**src/rtl/store_buffer_if.sv**
```systemverilog
`default_nettype none
// ============================================================================
//  Module      : store_buffer_if
//  Description : Bundle of the store buffer's bus signals. It carries the ROB
//                commit port, the DataCache write port and the load-forwarding
//                probe port.
//                  slave  : the store buffer itself
//                  master : the environment (ROB / DataCache / LSU)
//                Ports:
//                  in_write/in_mask/in_addr/in_data  committed store in
//                  in_ready                          buffer can accept
//                  mem_req/mem_mask/mem_addr/mem_data DataCache write request
//                  mem_ack                           DataCache write complete
//                  ld_check/ld_addr                  forwarding probe
//                  ld_match/ld_full/ld_data          forwarding result
//                  empty                             nothing buffered/pending
//  Revision    : 1.0 - initial release
// ============================================================================
interface store_buffer_if #(
    parameter int ADDR_WIDTH = 32,
    parameter int DATA_WIDTH = 32
);
    logic                  in_write;
    logic [3:0]            in_mask;
    logic [ADDR_WIDTH-1:0] in_addr;
    logic [DATA_WIDTH-1:0] in_data;
    logic                  in_ready;

    logic                  mem_req;
    logic [3:0]            mem_mask;
    logic [ADDR_WIDTH-1:0] mem_addr;
    logic [DATA_WIDTH-1:0] mem_data;
    logic                  mem_ack;

    logic                  ld_check;
    logic [ADDR_WIDTH-1:0] ld_addr;
    logic                  ld_match;
    logic                  ld_full;
    logic [DATA_WIDTH-1:0] ld_data;

    logic                  empty;

    modport slave (
        input  in_write, in_mask, in_addr, in_data,
        output in_ready,
        output mem_req, mem_mask, mem_addr, mem_data,
        input  mem_ack,
        input  ld_check, ld_addr,
        output ld_match, ld_full, ld_data,
        output empty
    );

    modport master (
        output in_write, in_mask, in_addr, in_data,
        input  in_ready,
        input  mem_req, mem_mask, mem_addr, mem_data,
        output mem_ack,
        output ld_check, ld_addr,
        input  ld_match, ld_full, ld_data,
        input  empty
    );
endinterface
`default_nettype wire

```
**src/rtl/store_buffer.sv**
```systemverilog
`default_nettype none
// ============================================================================
//  Module      : store_buffer
//  Description : Circular FIFO of committed stores. It drains them one at a
//                time to the DataCache through a two-state request FSM and
//                forwards the youngest matching pending store to load probes.
//                Ports:
//                  clk  - clock, all state updates on rising edge
//                  rst  - synchronous active-high reset
//                  bus  - store_buffer_if.slave (commit, DataCache, probe)
//  Revision    : 1.0 - initial release
// ============================================================================
module store_buffer #(
    parameter int DEPTH      = 4,
    parameter int ADDR_WIDTH = 32,
    parameter int DATA_WIDTH = 32
) (
    input  wire            clk,
    input  wire            rst,
    store_buffer_if.slave  bus
);

    localparam int                 c_PTR_W = $clog2(DEPTH);
    localparam int                 c_CNT_W = c_PTR_W + 1;
    localparam logic [c_CNT_W-1:0] c_DEPTH = c_CNT_W'(DEPTH);

    typedef enum logic [0:0] {
        S_IDLE = 1'b0,
        S_REQ  = 1'b1
    } state_t;

    // Entry storage; contents are meaningless outside [head, head+count).
    logic [3:0]            r_mask [DEPTH];
    logic [ADDR_WIDTH-1:0] r_addr [DEPTH];
    logic [DATA_WIDTH-1:0] r_data [DEPTH];

    logic [c_PTR_W-1:0]    r_head;
    logic [c_PTR_W-1:0]    r_tail;
    logic [c_CNT_W-1:0]    r_count;
    state_t                r_state;

    logic                  r_mem_req;
    logic [3:0]            r_mem_mask;
    logic [ADDR_WIDTH-1:0] r_mem_addr;
    logic [DATA_WIDTH-1:0] r_mem_data;

    logic                  w_in_ready;
    logic                  w_push;
    logic                  w_pop;

    logic                  w_ld_match;
    logic                  w_ld_full;
    logic [DATA_WIDTH-1:0] w_ld_data;
    logic                  w_ld_unused;

    // Ready depends on the registered count alone so the ROB never sees a
    // combinational loop through its own write strobe.
    assign w_in_ready = (r_count != c_DEPTH);
    assign w_push     = bus.in_write && w_in_ready;
    assign w_pop      = (r_state == S_REQ) && bus.mem_ack;

    // ------------------------------------------------------------------------
    // Entry storage (no reset: contents are don't-care until pushed)
    // ------------------------------------------------------------------------
    always_ff @(posedge clk) begin
        if (!rst && w_push) begin
            r_mask[r_tail] <= bus.in_mask;
            r_addr[r_tail] <= bus.in_addr;
            r_data[r_tail] <= bus.in_data;
        end
    end

    // ------------------------------------------------------------------------
    // Pointers, occupancy and drain FSM
    // ------------------------------------------------------------------------
    always_ff @(posedge clk) begin
        if (rst) begin
            r_head     <= '0;
            r_tail     <= '0;
            r_count    <= '0;
            r_state    <= S_IDLE;
            r_mem_req  <= 1'b0;
            r_mem_mask <= '0;
            r_mem_addr <= '0;
            r_mem_data <= '0;
        end else begin
            if (w_push) begin
                r_tail <= r_tail + 1'b1;
            end

            // A push and a pop in the same cycle cancel out in the count.
            case ({w_push, w_pop})
                2'b10:   r_count <= r_count + 1'b1;
                2'b01:   r_count <= r_count - 1'b1;
                default: r_count <= r_count;
            endcase

            case (r_state)
                S_IDLE: begin
                    // Uses the count before this edge's push, so a freshly
                    // committed store is requested one cycle after it lands.
                    if (r_count != '0) begin
                        r_mem_mask <= r_mask[r_head];
                        r_mem_addr <= r_addr[r_head];
                        r_mem_data <= r_data[r_head];
                        r_mem_req  <= 1'b1;
                        r_state    <= S_REQ;
                    end
                end
                S_REQ: begin
                    // The head entry stays in the FIFO (and visible to loads)
                    // until the DataCache acknowledges it.
                    if (bus.mem_ack) begin
                        r_head    <= r_head + 1'b1;
                        r_mem_req <= 1'b0;
                        r_state   <= S_IDLE;
                    end
                end
                default: begin
                    r_mem_req <= 1'b0;
                    r_state   <= S_IDLE;
                end
            endcase
        end
    end

    // ------------------------------------------------------------------------
    // Load forwarding: scan oldest to youngest so the youngest match wins.
    // ------------------------------------------------------------------------
    always_comb begin : forward
        logic [c_PTR_W-1:0] v_idx;
        w_ld_match = 1'b0;
        w_ld_full  = 1'b0;
        w_ld_data  = '0;
        v_idx      = '0;
        for (int i = 0; i < DEPTH; i++) begin
            v_idx = r_head + c_PTR_W'(i);
            if (bus.ld_check && (c_CNT_W'(i) < r_count) &&
                (r_addr[v_idx][ADDR_WIDTH-1:2] == bus.ld_addr[ADDR_WIDTH-1:2])) begin
                w_ld_match = 1'b1;
                w_ld_full  = (r_mask[v_idx] == 4'b1111);
                w_ld_data  = r_data[v_idx];
            end
        end
    end

    // Byte offset of the probe is irrelevant: matching is per word.
    assign w_ld_unused = ^bus.ld_addr[1:0];

    assign bus.in_ready = w_in_ready;
    assign bus.mem_req  = r_mem_req;
    assign bus.mem_mask = r_mem_mask;
    assign bus.mem_addr = r_mem_addr;
    assign bus.mem_data = r_mem_data;
    assign bus.ld_match = w_ld_match;
    assign bus.ld_full  = w_ld_full;
    assign bus.ld_data  = w_ld_data;
    assign bus.empty    = (r_count == '0) && (r_state == S_IDLE);

endmodule
`default_nettype wire

```
**src/flat_wrapper.sv**
```systemverilog
// flat-port wrapper written by rule: the top's interface ports become plain ports
module store_buffer_flat 
#(
    parameter int DEPTH      = 4,
    parameter int ADDR_WIDTH = 32,
    parameter int DATA_WIDTH = 32
)
  (clk, rst, bus_in_write, bus_in_mask, bus_in_addr, bus_in_data, bus_in_ready, bus_mem_req, bus_mem_mask, bus_mem_addr, bus_mem_data, bus_mem_ack, bus_ld_check, bus_ld_addr, bus_ld_match, bus_ld_full, bus_ld_data, bus_empty);
  store_buffer_if #(.ADDR_WIDTH(ADDR_WIDTH), .DATA_WIDTH(DATA_WIDTH)) bus_i ();
  input  wire clk;
  input  wire rst;
  input wire logic [$bits(bus_i.in_write)-1:0] bus_in_write;
  input wire logic [$bits(bus_i.in_mask)-1:0] bus_in_mask;
  input wire logic [$bits(bus_i.in_addr)-1:0] bus_in_addr;
  input wire logic [$bits(bus_i.in_data)-1:0] bus_in_data;
  output wire logic [$bits(bus_i.in_ready)-1:0] bus_in_ready;
  output wire logic [$bits(bus_i.mem_req)-1:0] bus_mem_req;
  output wire logic [$bits(bus_i.mem_mask)-1:0] bus_mem_mask;
  output wire logic [$bits(bus_i.mem_addr)-1:0] bus_mem_addr;
  output wire logic [$bits(bus_i.mem_data)-1:0] bus_mem_data;
  input wire logic [$bits(bus_i.mem_ack)-1:0] bus_mem_ack;
  input wire logic [$bits(bus_i.ld_check)-1:0] bus_ld_check;
  input wire logic [$bits(bus_i.ld_addr)-1:0] bus_ld_addr;
  output wire logic [$bits(bus_i.ld_match)-1:0] bus_ld_match;
  output wire logic [$bits(bus_i.ld_full)-1:0] bus_ld_full;
  output wire logic [$bits(bus_i.ld_data)-1:0] bus_ld_data;
  output wire logic [$bits(bus_i.empty)-1:0] bus_empty;
  assign bus_i.in_write = bus_in_write;
  assign bus_i.in_mask = bus_in_mask;
  assign bus_i.in_addr = bus_in_addr;
  assign bus_i.in_data = bus_in_data;
  assign bus_in_ready = bus_i.in_ready;
  assign bus_mem_req = bus_i.mem_req;
  assign bus_mem_mask = bus_i.mem_mask;
  assign bus_mem_addr = bus_i.mem_addr;
  assign bus_mem_data = bus_i.mem_data;
  assign bus_i.mem_ack = bus_mem_ack;
  assign bus_i.ld_check = bus_ld_check;
  assign bus_i.ld_addr = bus_ld_addr;
  assign bus_ld_match = bus_i.ld_match;
  assign bus_ld_full = bus_i.ld_full;
  assign bus_ld_data = bus_i.ld_data;
  assign bus_empty = bus_i.empty;
  store_buffer #(.DEPTH(DEPTH), .ADDR_WIDTH(ADDR_WIDTH), .DATA_WIDTH(DATA_WIDTH)) u_core (.clk(clk), .rst(rst), .bus(bus_i));
endmodule
```
**config.mk**
```make
export PLATFORM = sky130hd
export DESIGN_NAME = store_buffer_flat
export DESIGN_NICKNAME = d
export VERILOG_FILES = /design/src/rtl/store_buffer_if.sv /design/src/rtl/store_buffer.sv /design/src/flat_wrapper.sv
export SDC_FILE = /design/constraint.sdc
export NUM_CORES = 1
export LEC_CHECK = 0
export BUFFER_PORTS_ARGS = -buffer_cell sky130_fd_sc_hd__buf_2
export CORE_UTILIZATION = 35
export DETAILED_ROUTE_END_ITERATION = 10
export PLACE_DENSITY = 0.52
export SYNTH_ARGS = -nofsm -noshare
export SYNTH_HDL_FRONTEND = slang
export SYNTH_SLANG_ARGS = --single-unit
```
**constraint.sdc**
```tcl
create_clock -name clk -period 4.9 [get_ports clk]
set_input_delay 0.735 -clock clk [delete_from_list [all_inputs] [get_ports clk]]
set_output_delay 0.735 -clock clk [all_outputs]
set_load 0.01 [all_outputs]
```
======== Yosys cells after proc, flatten, opt, wreduce, memory -nomap -nowiden ========
Memory sizes are Yosys's and may differ from the RTL's. A register that Yosys moved wholly into a read port is not among the register bits.
Cells that the tools add are included.
word-level totals
  flip-flop bits (word level) ............. 77
  bits in writable memories ............... 272
  bits of input ports ..................... 105
  output and inout bits ................... 105
  word-level logic and storage cells ...... 81
  memories kept ........................... 3
cells by class
  add/subtract/negate cells ............... 6
  $lt $le $gt $ge ......................... 4
  equality and inequality tests ........... 13
  mux-type cells .......................... 27
  bitwise gates (word level) .............. 1
  reductions and logical operators ........ 19
memory list
  name           words  bits a word  read ports  clocked after memory_dff  wr ports  RTL line            text
  u_core.r_addr  4      32           4           1                         1         store_buffer.sv:34  logic [ADDR_WIDTH-1:0] r_addr [DEPTH];
  u_core.r_data  4      32           4           1                         1         store_buffer.sv:35  logic [DATA_WIDTH-1:0] r_data [DEPTH];
  u_core.r_mask  4      4            4           1                         1         store_buffer.sv:33  logic [3:0] r_mask [DEPTH];
operators with widths
  kind                                               number
  2-to-1 mux 32 bit                                  4
  == test 30 bit                                     4
  == test 4 bit, second input constant               4
  2-to-1 mux 1 bit                                   14
  logical AND 1 bit                                  12
  2-to-1 mux 2 bit                                   6
  < comparator 1 x 3 -> 1 bit, first input constant  2
  < comparator 2 x 3 -> 1 bit, first input constant  2
  one-hot mux 3 bit (2 select lines)                 1
  AND reduction 2 bit                                3
  adder 2 x 1 -> 2 bit, second input constant        2
  adder 2 bit, second input constant                 2
  one-hot mux 1 bit (2 select lines)                 2
  adder 3 x 1 -> 3 bit, second input constant        1
  logical NOT 3 bit                                  1
  != test 3 bit, second input constant               1
  nonzero test 3 bit                                 1
  subtractor 3 x 1 -> 3 bit, second input constant   1
  == test 2 x 1 -> 1 bit, second input constant      1
  == test 2 bit, second input constant               1
  != test 2 x 1 -> 1 bit, second input constant      1
  != test 2 bit, second input constant               1
  nonzero test 2 bit                                 1
  logical NOT 1 bit                                  1
  NOT 1 bit                                          1

======== Depth between registers and ports, before layout ========
  depth after elaboration ................. 7
  depth in mapped cells ................... 15
  depth with buffers taken out ............ 8

======== Least setup slack after synthesis ========
OpenSTA, ideal clock, no wires.
  kind .................................... flip-flop to output port
  start point ............................. reg with a tool-made name
  end point ............................... out bus_ld_full
  arrival time ............................ 3,068 ps
  path slack .............................. 1,097 ps
  stages on the path, launching flop included .. 13
  path through ............................ dfxtp_1 -> buf_2 -> buf_2 -> mux4_2 -> xnor2_1 -> nand4_1 -> a2111oi_0 -> nand4_1 -> nor2b_1 -> buf_2 -> clkbuf_1 -> nand2_1 -> a311oi_1
RTL lines
  what           RTL line            text
  end, declared  flat_wrapper.sv:25  output wire logic [$bits(bus_i.ld_full)-1:0] bus_ld_full;

==> results_tabular.tex <==
\begin{tabular}{lr}
\hline
Metric & Value \\
\hline
\multicolumn{2}{l}{\textbf{Timing}} \\
Worst setup margin & 99.5 ps \\
Worst-margin pin slew & 1090 ps \\
Final cycle utilization of the critical path & 0.980 \\
Max-slew headroom & 0.272 \\
Min Tclk post-route & 4800 ps \\
Max-slew violation total from the final report & 0 \\
Number of hold violations in the final report & 0 \\
Maximum frequency from static timing analysis & 0.208 GHz \\
Setup repair after global routing missed its margin & yes \\
Final setup violating endpoints & 0 \\
Skew final & 37.7 ps \\
\multicolumn{2}{l}{\textbf{Hold path}} \\
Path category of the worst min-delay check & in2reg \\
\multicolumn{2}{l}{\textbf{Cells and area}} \\
Area occupied by multi-input gates & 10,300 µm² \\
Post-route standard cell area excluding fillers & 24,400 µm² \\
Final Instance Count excl. Fillers & 2,486 \\
Relative area change from synthesis to final layout & 19.6\% \\
Total number of nets in the final design & 1,798 \\
Area taken by flip-flops and latches & 9760 µm² \\
Filler cell count in the final layout & 5,382 \\
Final design utilization & 0.424 \\
Fraction of layout instances using a drive strength above 1 & 0.377 \\
\multicolumn{2}{l}{\textbf{CTS}} \\
Clock transition at the registers of the reported paths & 60 ps \\
CTS root buf & sky130\_fd\_sc\_hd\_\_clkbuf\_16 \\
Inserted Clock Buffers & 41 \\
Maximum buffer depth of the clock tree & 3 \\
Clock H-tree levels & 2 \\
Count of hold-fix buffers inserted at cts & 0 \\
Later-pin clock latency in the skew report & 600 ps \\
TritonCTS clock tree & built \\
Number of clock sinks & 351 \\
\multicolumn{2}{l}{\textbf{Routing}} \\
DR iter-0 viols & 1,130 \\
Final antenna-violating net count & 0 \\
Routed via count divided by cell count & 5.75 \\
Total Wirelength & 65.0 mm \\
Detail-routed net length per standard cell & 26.2 µm \\
Remaining DRCs & 0 \\
Detailed-routing iteration count for the pre-antenna-repair pass & 6 \\
Routed via count & 14,300 \\
\multicolumn{2}{l}{\textbf{Die}} \\
Die height & 244 µm \\
Die area & 59,400 µm² \\
Number of cell rows & 88 \\
Horiz. Die Dim & 244 µm \\
Starting utilization of the core area & 0.354 \\
Area of the placeable core & 57,700 µm² \\
Number of top-level pins & 210 \\
\multicolumn{2}{l}{\textbf{Power and ir drop}} \\
Pwr/cell area & 389 nW/µm² \\
Pleak & 8.27 nW \\
Worst vdd rail ir drop & 0.361 mV \\
\multicolumn{2}{l}{\textbf{Global routing}} \\
Initial antenna violation count & 4 \\
Total global-route track usage & 0.216 \\
Global-route wire length before repair & 94.9 mm \\
Via count of the first global-routing pass & 14,100 \\
GRT overflow & 0 \\
Maximum number of pins on one net before global-route repair & 73 \\
\multicolumn{2}{l}{\textbf{Critical path}} \\
CP cell instances & mux2\_2, a222oi\_1, nand4\_1, a2111oi\_4, buf\_4, nand4\_1, nor2b\_4, buf\_12, nand2\_1, a311oi\_4, buf\_2 \\
Worst setup SP type & flip-flop \\
Worst setup EP type & primary output \\
Most frequent cell on the critical path & sky130\_fd\_sc\_hd\_\_nand4\_1 \\
Worst setup path category & reg2out \\
Top fanout value on the critical path & 17 \\
Required arrival time at the worst endpoint & 4160 ps \\
Worst endpoint data arrival time & 4070 ps \\
Longest individual stage delay on the worst path & 450 ps \\
Slowest stage cell on the critical path & sky130\_fd\_sc\_hd\_\_dfxtp\_4 \\
\multicolumn{2}{l}{\textbf{Synthesis}} \\
Share of synthesized registers carrying an async set or reset & 0 \\
Synth Warn \# & 0 \\
Prevailing post-synth register cell & sky130\_fd\_sc\_hd\_\_edfxtp\_1 \\
Synthesized flop and latch total & 351 \\
Synthesized area per cell & 13.8 µm² \\
Post-synthesis instance area & 20,400 µm² \\
Post-synth net total & 1,594 \\
Number of unique standard cell types used by synthesis & 65 \\
Share of the yosys chip area belonging to registers & 0.477 \\
Count of flip-flops with a built-in enable after synthesis & 272 \\
Cells after Synth & 1,481 \\
\multicolumn{2}{l}{\textbf{Placement}} \\
Instance area after placement & 22,400 µm² \\
GP Congestion & 0.922 \\
Count of input and output buffers & 207 \\
Number of cells in the design after placement & 2,383 \\
HPWL Detailed & 43.7 mm \\
Setup Slack @ Placement & 235 ps \\
\multicolumn{2}{l}{\textbf{Status}} \\
Outcome & completed \\
\multicolumn{2}{l}{\textbf{Run}} \\
Max-cap violation count & 0 \\
\hline
\end{tabular}
## final timing paths
kind | startpoint | end | slack, ps | cells past startpoint
setup / recovery | flip-flop | bus_ld_data[3] | 100 | 11
hold / removal | bus_in_mask[3] | u_core.r_mask[3][3]$_DFFE_PP_ | 350 | 1
setup reg to reg | u_core.r_count[0]$_SDFFE_PP0P_ | u_core.r_addr[0][19]$_DFFE_PP_ | 2040 | 7
hold reg to reg | u_core.bus.mem_data[2]$_SDFFE_PP0P_ | u_core.bus.mem_data[2]$_SDFFE_PP0P_ | 450 | 2
## cells in the mapped netlist, drive strengths merged, types with 33 or more instances
cell	instances	share of area
clkbuf	72	0.013
mux2i	88	0.043
nand2b	40	0.012
edfxtp	272	0.40
buf	59	0.019
dfxtp	79	0.077
a311oi	33	0.023
mux4	206	0.23
xnor2	78	0.033
nand2	185	0.034
nor2	57	0.010
a21oi	83	0.020
## metrics by stage
step,hold WS (ps),setup TNS (ps),power [mW]
finish,349,0,9.50
floorplan,469,0,5.34
CTS,316,0,9.56
global placement,438,0,6.13
global route,338,-109,9.91
detailed placement,444,0,6.16
## placed cells by master (no fill, tap or decap), types with 21 or more instances in the layout
cell type                   netlist  layout
sky130_fd_sc_hd__a311oi_2        29      28
sky130_fd_sc_hd__nand2b_1        40      39
sky130_fd_sc_hd__nand4_1         21      21
sky130_fd_sc_hd__buf_4            6      62
sky130_fd_sc_hd__mux4_2         206     206
sky130_fd_sc_hd__nor2_1          57      56
sky130_fd_sc_hd__xor2_1          27      27
sky130_fd_sc_hd__and3b_1         32      32
sky130_fd_sc_hd__a21oi_1         83      83
sky130_fd_sc_hd__clkbuf_16        0      43
sky130_fd_sc_hd__buf_2           20     207
sky130_fd_sc_hd__edfxtp_1       272     272
sky130_fd_sc_hd__nand2_1        185     185
sky130_fd_sc_hd__xnor2_1         78      71
sky130_fd_sc_hd__dfxtp_1         79      75
sky130_fd_sc_hd__mux2i_1         87      81
## timing repair
item	in CTS	in global routing
hold endpoints to repair	0	0
cloned	2	0
setup endpoints to repair	34	33
buffers inserted	21	1
pin swaps	9	9
resized for setup	12	30
## registers in the layout (all words and copies together) (netlist names), named ones only
register / flops
u_core.bus.mem_addr: 32
u_core.bus.mem_data: 32
u_core.bus.mem_mask: 4
u_core.bus.mem_req: 1
u_core.r_addr: 128
u_core.r_count: 3
u_core.r_data: 128
u_core.r_head: 2
u_core.r_mask: 16
u_core.r_state: 1
u_core.r_tail: 2
## where the power goes
part,internal (mW),switching [mW]
registers,3.48,0.179
logic,1.09,1.43
clock network,2.02,1.30
## cell families after synthesis
logic type | Yosys count | synth area share
AO/OA/AOI/OAI | 190 | 0.0718
buffers and inverters | 143 | 0.0347
flip-flops | 351 | 0.477
adder cells (fa/ha/maj) | 8 | 0.00490
XOR/XNOR | 105 | 0.0450
multiplexers | 304 | 0.276
AND/OR/NAND/NOR | 380 | 0.0908
## final cells by class
class,count,area share
Timing Repair Buffer,291,0.0782
Clock buffer,51,0.0461
Inverter,12,0.00184
Tap cell,765,0.0392
Antenna cell,3,0.000307
Multi-Input combinational cell,988,0.420
Sequential cell,351,0.399
Clock inverter,25,0.0146
## worst max-delay path: cells and delay by family (launching register included)
kind | cells | cell delay [ps]
buffers and inverters | 3 | 570
multiplexers | 1 | 390
flip-flops | 1 | 450
AND/OR/NAND/NOR | 4 | 910
AO/OA/AOI/OAI | 3 | 1140
## metal layers
layer / vias up / share of wire / global-route usage
li1: 6242 / - / -
met1: 7465 / 0.44 / 0.297
met2: 504 / 0.48 / 0.354
met3: 84 / 0.059 / 0.0367
met4: 6 / 0.021 / 0.0496
met5: - / 0.00069 / 0
Power figures use the tool's default switching activity.
